## config.mk

```make
export PLATFORM = sky130hd
export DESIGN_NAME = serial_word_loader
export DESIGN_NICKNAME = d
export VERILOG_FILES = /design/src/rtl/serial_loader_pkg.sv /design/src/rtl/serial_word_loader.sv
export SDC_FILE = /design/constraint.sdc
export NUM_CORES = 1
export LEC_CHECK = 0
export ABC_AREA = 1
export CORE_MARGIN = 1
export CORE_UTILIZATION = 30
export DETAILED_ROUTE_END_ITERATION = 10
export GPL_TIMING_DRIVEN = 0
export PLACE_DENSITY_LB_ADDON = 0.15
export SYNTH_ARGS = -nofsm -noshare
export SYNTH_HDL_FRONTEND = slang
export SYNTH_SLANG_ARGS = --single-unit
```

## constraint.sdc

```tcl
create_clock -name Clock -period 2.4 [get_ports Clock]
set_input_delay 0.6 -clock Clock [delete_from_list [all_inputs] [get_ports Clock]]
set_output_delay 0.6 -clock Clock [all_outputs]
set_load 0.05 [all_outputs]
```

## src/rtl/serial_loader_pkg.sv

```systemverilog
// Shared types for the serial word loader: FSM state encoding and counter sizing.
package serial_loader_pkg;

   typedef enum logic [1:0] {IDLE, SHIFT, PARITY, LOAD} state_t;

   localparam int DEFAULT_WIDTH = 32;
   localparam int CNT_W         = $clog2(DEFAULT_WIDTH);

   // Bit counter width for a given word width.
   function automatic int cnt_width(input int width);
      return (width < 2) ? 1 : $clog2(width);
   endfunction

endpackage

```

## src/rtl/serial_word_loader.sv

```systemverilog
// Assembles a framed MSB-first serial stream into a word, checks optional even
// parity, and presents the word with a one-cycle Load_en for the enable register.
module serial_word_loader
   import serial_loader_pkg::*;
#(
   parameter int WIDTH     = DEFAULT_WIDTH,
   parameter bit PARITY_EN = 1'b1
) (
   input  logic             Clock,
   input  logic             Reset,
   input  logic             Start,
   input  logic             Ser_in,
   input  logic             Ser_valid,
   output logic [WIDTH-1:0] Data_out,
   output logic             Load_en,
   output logic             Busy,
   output logic             Parity_err
);

   localparam int            CW   = cnt_width(WIDTH);
   localparam logic [CW-1:0] LAST = CW'(WIDTH - 1);

   state_t           state, state_nxt;
   logic [WIDTH-1:0] shreg;
   logic [CW-1:0]    cnt;
   logic             clr, shift, take, perr_nxt;
   logic [WIDTH-1:0] shift_word, word_in;

   assign shift_word = {shreg[WIDTH-2:0], Ser_in};
   // Without parity the final data bit is still in flight, so load the shifted value.
   assign word_in    = (state == PARITY) ? shreg : shift_word;

   always_ff @(posedge Clock) begin
      if (!Reset) state <= IDLE;
      else        state <= state_nxt;
   end

   always_comb begin
      state_nxt = state;
      clr       = 1'b0;
      shift     = 1'b0;
      take      = 1'b0;
      perr_nxt  = 1'b0;
      case (state)
         IDLE: begin
            if (Start) begin
               clr       = 1'b1;
               state_nxt = SHIFT;
            end
         end
         SHIFT: begin
            if (Start) begin
               clr = 1'b1;
            end else if (Ser_valid) begin
               shift = 1'b1;
               if (cnt == LAST) begin
                  if (PARITY_EN) begin
                     state_nxt = PARITY;
                  end else begin
                     take      = 1'b1;
                     state_nxt = LOAD;
                  end
               end
            end
         end
         PARITY: begin
            if (Start) begin
               clr       = 1'b1;
               state_nxt = SHIFT;
            end else if (Ser_valid) begin
               if (Ser_in == ^shreg) begin
                  take      = 1'b1;
                  state_nxt = LOAD;
               end else begin
                  perr_nxt  = 1'b1;
                  state_nxt = IDLE;
               end
            end
         end
         LOAD: begin
            state_nxt = IDLE;
            if (Start) begin
               clr       = 1'b1;
               state_nxt = SHIFT;
            end
         end
         default: state_nxt = IDLE;
      endcase
   end

   always_ff @(posedge Clock) begin
      if (!Reset) begin
         shreg      <= '0;
         cnt        <= '0;
         Data_out   <= '0;
         Parity_err <= 1'b0;
      end else begin
         Parity_err <= perr_nxt;
         if (clr) begin
            shreg <= '0;
            cnt   <= '0;
         end else if (shift) begin
            shreg <= shift_word;
            cnt   <= cnt + CW'(1);
         end
         if (take) Data_out <= word_in;
      end
   end

   assign Load_en = (state == LOAD);
   assign Busy    = (state == SHIFT) || (state == PARITY);

endmodule

```

==> results of run 1 <==
==> power by group <==
| part | switching, mW | internal (mW) | total, mW |
|---|---|---|---|
| combinational | 0.857 | 0.347 | 1.20 |
| sequential | 0.0812 | 1.29 | 1.37 |
| clock | 0.505 | 0.858 | 1.36 |
==> cell type report <==
type	count	area (um2)	area share, %
plain buffers	26	126	2.72
clock buffers	13	260	5.59
clock inverters	3	40.0	0.861
inverters	85	319	6.86
multi-input cells	422	1870	40.3
flip-flops and latches	72	1440	31.0
well taps	168	210	4.52
repair buffers	38	382	8.20
==> Yosys cell counts (all sizes together) <==
cell      n
nor3      1
clkbuf   20
nor4      1
dfxtp    72
o211ai    1
xnor2     5
buf       6
ha        6
a21oi    35
o311ai    1
xor2      2
o21ai    73
nand4     1
a211oi    1
nor2     75
nand3     7
nand2   211
a31oi     1
inv      85
==> registers in the layout, indices dropped and copies added (netlist names) <==
signal	cells
cnt	5
shreg	32
state	2
Data_out	32
Parity_err	1
==> repair_timing <==
item / in CTS / in global routing
resized for setup: 1 / 6
setup endpoints to repair: 1 / 39
hold buffers: 0 / 0
cloned: 0 / 1
==> tightest hold or removal path: cells and delay by family, from the launching register on <==
kind | cells | cell delay (ps)
AOI/OAI and AO/OA | 1 | 60
buffers and inverters | 1 | 80
DFF | 1 | 290
==> cells by family (layout without fill, tap and decap cells) <==
group	count (synthesis)	in the layout
fa+ha+maj	6	6
compound gates	112	112
flops	72	72
buf+inv	111	165
xor+xnor	7	7
simple gates	296	297
==> worst paths after layout <==
kind,endpoint,slack [ps]
hold reg to reg,cnt[3]$_SDFFE_PP0P_,480
setup reg to reg,Data_out[4]$_SDFFE_PN0P_,190
hold / removal,cnt[3]$_SDFFE_PP0P_,480
setup / recovery,Data_out[4]$_SDFFE_PN0P_,170
==> routing by layer <==
layer | vias up | track usage (%) | wire (um)
met5 | - | 0 | 0
met4 | 0 | 7.37 | 181
met3 | 12 | 4.36 | 510
met2 | 74 | 24.1 | 3970
met1 | 1609 | 20.5 | 4800
li1 | 1960 | - | -
==> results_dict.tcl, run 1 <==
set metrics [dict create \
    synthDistinctLibCells 24 \
    syn_inst 604 \
    cts_inserted_buffers 9 \
    crit_required_ps 2680 \
    critPathTopFamily "simple AND/OR/NAND/NOR gates" \
    powerDensity_nw_per_um2 847 \
    drt_iter0_drc 214 \
    synth_mux_area_share_pct 0 \
    cts_buffer_depth 2 \
    fin_util_pct 38.6 \
    path_buf_inv 4 \
    layout_setup_ws_ps 175 \
    leakage_nw 2.18 \
    post-route-min-period_ps 2230 \
    routed_wl_mm 9.46 \
    vias 3655 \
    cts_root_buf "clkbuf_16" \
    grt_max_degree 12 \
    ys_seq_area_share_pct 38.6 \
    worstHoldPathCells 2 \
    drive_gt1_share_pct 5.61 \
    cts_sinks 72 \
    num_io_pins 40 \
    dpl.hpwl_mm 6.62 \
    cts_setup_buffers 0 \
    whs_ps 479 \
    stdcell_area_um2 4650 \
    antenna_found_initial 0 \
    insertion_delay_ps 340 \
    antenna_left 0 \
    synth_fa_ha_area_share_pct 2.01 \
    drcViolationCount 0 \
    r2r_start "state[0]$_SDFFE_PN0P_" \
    drv_slew 0 \
    syn_area_um2 3730 \
    synth_top_cell_area_share_pct 38.6 \
    cp_common_cell "nand2_1" \
    die_h_um 114 \
    worst_path_max_delay_cell "clkdlybuf4s50_1" \
    layout_commonest_cell "nand2_1" \
    cts_tree "built" \
    min_path_type "register to register" \
    h-tree-depth 3 \
    outcome "finished, final reports clean" \
    avgSynthCellArea_um2 6.18 \
    gp_congestion 0.769 \
    synth_top_family_by_area "simple AND/OR/NAND/NOR gates" \
    rsz0062_at_grt "yes" \
    syn_to_final_growth_pct 24.6 \
    rows 40 \
    finalPower_mw 3.94 \
    synth.area.top_cells "dfxtp_1 39%, nand2_1 21%, o21ai_0 9.7%" \
    firstDrtPassIters 4 \
    start_util_pct 30.9 \
    io_buffers 38 \
    track_usage_pct 15.8 \
    path_class "input port to register" \
    drv_cap 0 \
    finalHoldViolations 0 \
    fin_nets 665 \
    crit_path_start_kind "input port" \
    die_w_um 114 \
    grt_pass1_vias 3301 \
    fin_crit_sh_pct 92.7 \
    synth_top_area_cell "dfxtp_1" \
    fp.dieArea_um2 12900 \
    crit_chain "clkdlybuf4s50_1 -> inv_1 -> nand3_1 -> nand2_1 -> nand2_1 -> nand2_1 -> nand2_1 -> nand2_1 -> inv_1 -> nand2_1 -> nand2_4 -> nand3_2 -> buf_6 -> nand2_1 -> nand2_1 -> nor2_1" \
    clk_pin_slew_worst_paths_ps 50 \
    yosys_warnings 0 \
    grt_first_pass_wirelength_mm 15.7 \
    crit_path_start "Ser_in" \
    synth_fp_nets 615 \
    max_stage_delay_ps 540 \
    synth-simple-area-share_pct 30.6 \
    yosys_register_bits 72 \
    finalClockSkew_ps 4.91 \
    vdd_ir_drop_max_mv 0.357 \
    final_cell_mix "210 x nand2_1, 73 x inv_1, 73 x nor2_1" \
    cp-end-kind "register" \
    critPathArrivalTime_ps 2510 \
    routed_via_density 4.42 \
    fillCellCount 1321 \
    antenna_cells 0 \
    synth_xor_area_share_pct 1.64 \
    hp-start "cnt[3]$_SDFFE_PP0P_" \
    place_ws_ps -327 \
    core_um2 12100 \
    final_cells 827 \
    worstMarginPinSlew_ps 650 \
    max_freq_mhz 449 \
    worst-path-max-fanout 10 \
    finalSetupViolCount 0 \
    cp.depth 16 \
    tns_ps 0 \
    synth_compound_area_share_pct 15.3 \
    wl_per_cell_um 11.4 \
    relSlewSlack_pct 56.7 \
    ff2ff_path_depth 10 \
    grt_overflow_total 0 \
    dp.cells 810 \
    placedInstanceArea_um2 4320 \
]
Power figures use the tool's default switching activity.
==> run 2: changes to the inputs <==
Settings changed: CAP_MARGIN set to 20.
==> results of run 2 <==
The final DEF is identical to that of run 1; final timing and power are the same.
==> run 3: changes to the inputs <==
Settings changed: SKIP_CTS_REPAIR_TIMING set to 1.
==> run 3 against run 2 <==
Effect of this change:
- utilization is essentially flat
- largest cell class unchanged
- total power grew 0.20%
- non-clock buffer count is the same
- hold slack is the same
- via count is the same
- global-route usage is the same
- cell area is essentially flat
- final cell count is the same
- sequential share of layout area is essentially flat
- fmax is essentially flat
- worst setup slack lost 0.70 ps
- flip-flop and latch count is the same
==> results_dict.tcl, run 3 (same netlist as run 1, synthesis figures left out) <==
set metrics [dict create \
    routed_wl_mm 9.46 \
    path_buf_inv 4 \
    fillCellCount 1321 \
    die_w_um 114 \
    h-tree-depth 3 \
    post-route-min-period_ps 2230 \
    drv_cap 0 \
    finalHoldViolations 0 \
    worst-path-max-fanout 10 \
    grt_max_degree 12 \
    num_io_pins 40 \
    drt_iter0_drc 214 \
    largest_registers "Data_out x32, shreg x32, cnt x5" \
    fin_nets 665 \
    cts_sinks 72 \
    start_util_pct 30.9 \
    layout_setup_ws_ps 174 \
    syn_to_final_growth_pct 24.7 \
    leakage_nw 2.19 \
    worst_path_max_delay_cell "clkdlybuf4s50_1" \
    crit_required_ps 2680 \
    cp-end-kind "register" \
    fin_crit_sh_pct 92.7 \
    cp_common_cell "nand2_1" \
    final_cell_mix "210 x nand2_1, 73 x inv_1, 73 x nor2_1" \
    dp.cells 810 \
    outcome "finished, final reports clean" \
    vdd_ir_drop_max_mv 0.357 \
    max_freq_mhz 449 \
    clk_pin_slew_worst_paths_ps 50 \
    finalSetupViolCount 0 \
    core_um2 12100 \
    grt_pass1_vias 3301 \
    worstMarginPinSlew_ps 650 \
    track_usage_pct 15.8 \
    met2_usage_pct 24.1 \
    grt_overflow_total 0 \
    powerDensity_nw_per_um2 848 \
    critPathArrivalTime_ps 2510 \
    drv_slew 0 \
    fp.dieArea_um2 12900 \
    gp_congestion 0.769 \
    io_buffers 38 \
    cts_buffer_depth 2 \
    routed_via_density 4.42 \
    vias 3655 \
    max_stage_delay_ps 540 \
    path_class "input port to register" \
    dpl.hpwl_mm 6.62 \
    crit_path_start_kind "input port" \
    min_path_type "register to register" \
    antenna_cells 0 \
    rows 40 \
    cts_root_buf "clkbuf_16" \
    crit_chain "clkdlybuf4s50_1 -> inv_1 -> nand3_1 -> nand2_1 -> nand2_1 -> nand2_1 -> nand2_1 -> nand2_1 -> inv_1 -> nand2_1 -> nand2_4 -> nand3_2 -> buf_6 -> nand2_1 -> nand2_1 -> nor2_1" \
    antenna_found_initial 0 \
    drcViolationCount 0 \
    firstDrtPassIters 4 \
    met3_usage_pct 4.36 \
    die_h_um 114 \
    antenna_left 0 \
    met1_usage_pct 20.5 \
    final_cells 827 \
    relSlewSlack_pct 56.7 \
    insertion_delay_ps 340 \
    critPathTopFamily "simple AND/OR/NAND/NOR gates" \
    cts_tree "built" \
    top_usage_layer "met2" \
    rsz0062_at_grt "yes" \
    cts_inserted_buffers 9 \
    place_ws_ps -327 \
    finalClockSkew_ps 4.91 \
    layout_commonest_cell "nand2_1" \
    wl_per_cell_um 11.4 \
    drive_gt1_share_pct 5.61 \
    grt_first_pass_wirelength_mm 15.7 \
]
## run 3: final cells by class
class	instances	area (um2)	area share (%)
clock inverter	3	40.0	0.860
timing repair buffer	38	385	8.28
buffer	26	126	2.71
sequential	72	1440	31.0
clock buffer	13	260	5.59
tap	168	210	4.51
multi-input combinational	422	1870	40.2
inverter	85	319	6.85
## run 3: worst paths after layout
kind | from | endpoint | slack [ps] | cells past startpoint
worst max register to register | state[0]$_SDFFE_PN0P_ | Data_out[4]$_SDFFE_PN0P_ | 190 | 10
worst min-delay path | cnt[3]$_SDFFE_PP0P_ | cnt[3]$_SDFFE_PP0P_ | 480 | 2
worst min register to register | cnt[3]$_SDFFE_PP0P_ | cnt[3]$_SDFFE_PP0P_ | 480 | 2
worst max-delay path | Ser_in | Data_out[4]$_SDFFE_PN0P_ | 170 | 16
## run 3: where the power goes
| group | switching (mW) | internal (mW) |
|---|---|---|
| registers | 0.0812 | 1.29 |
| clock network | 0.505 | 0.858 |
| logic | 0.857 | 0.356 |
| total | 1.44 | 2.50 |
## run 3: tightest hold or removal path, delay by kind of cell (launching register included)
kind            cells  cell delay [ps]
flops               1              290
buf+inv             1               80
compound gates      1               60
## run 3: metrics by stage
step / area (um2) / TNS (ps) / power, mW / util, % / hold WS (ps)
4_1_cts: 4620 / -105 / 3.97 / 38.3 / 484
3_5_place_dp: 4320 / -13170 / 2.58 / 35.8 / 475
3_3_place_gp: 4320 / -13790 / 2.56 / 35.8 / 471
2_1_floorplan: 3730 / 0 / 2.25 / - / 445
5_1_grt: 4660 / -158 / 4.22 / 38.6 / 520
6_report: 4660 / 0 / 3.95 / 38.6 / 479
## run 3: per-layer routing
metal  part of all wire, %  wire length (um)
met2                    42              3980
met4                   1.9               181
met3                   5.5               516
met5                     0                 0
met1                    51              4790
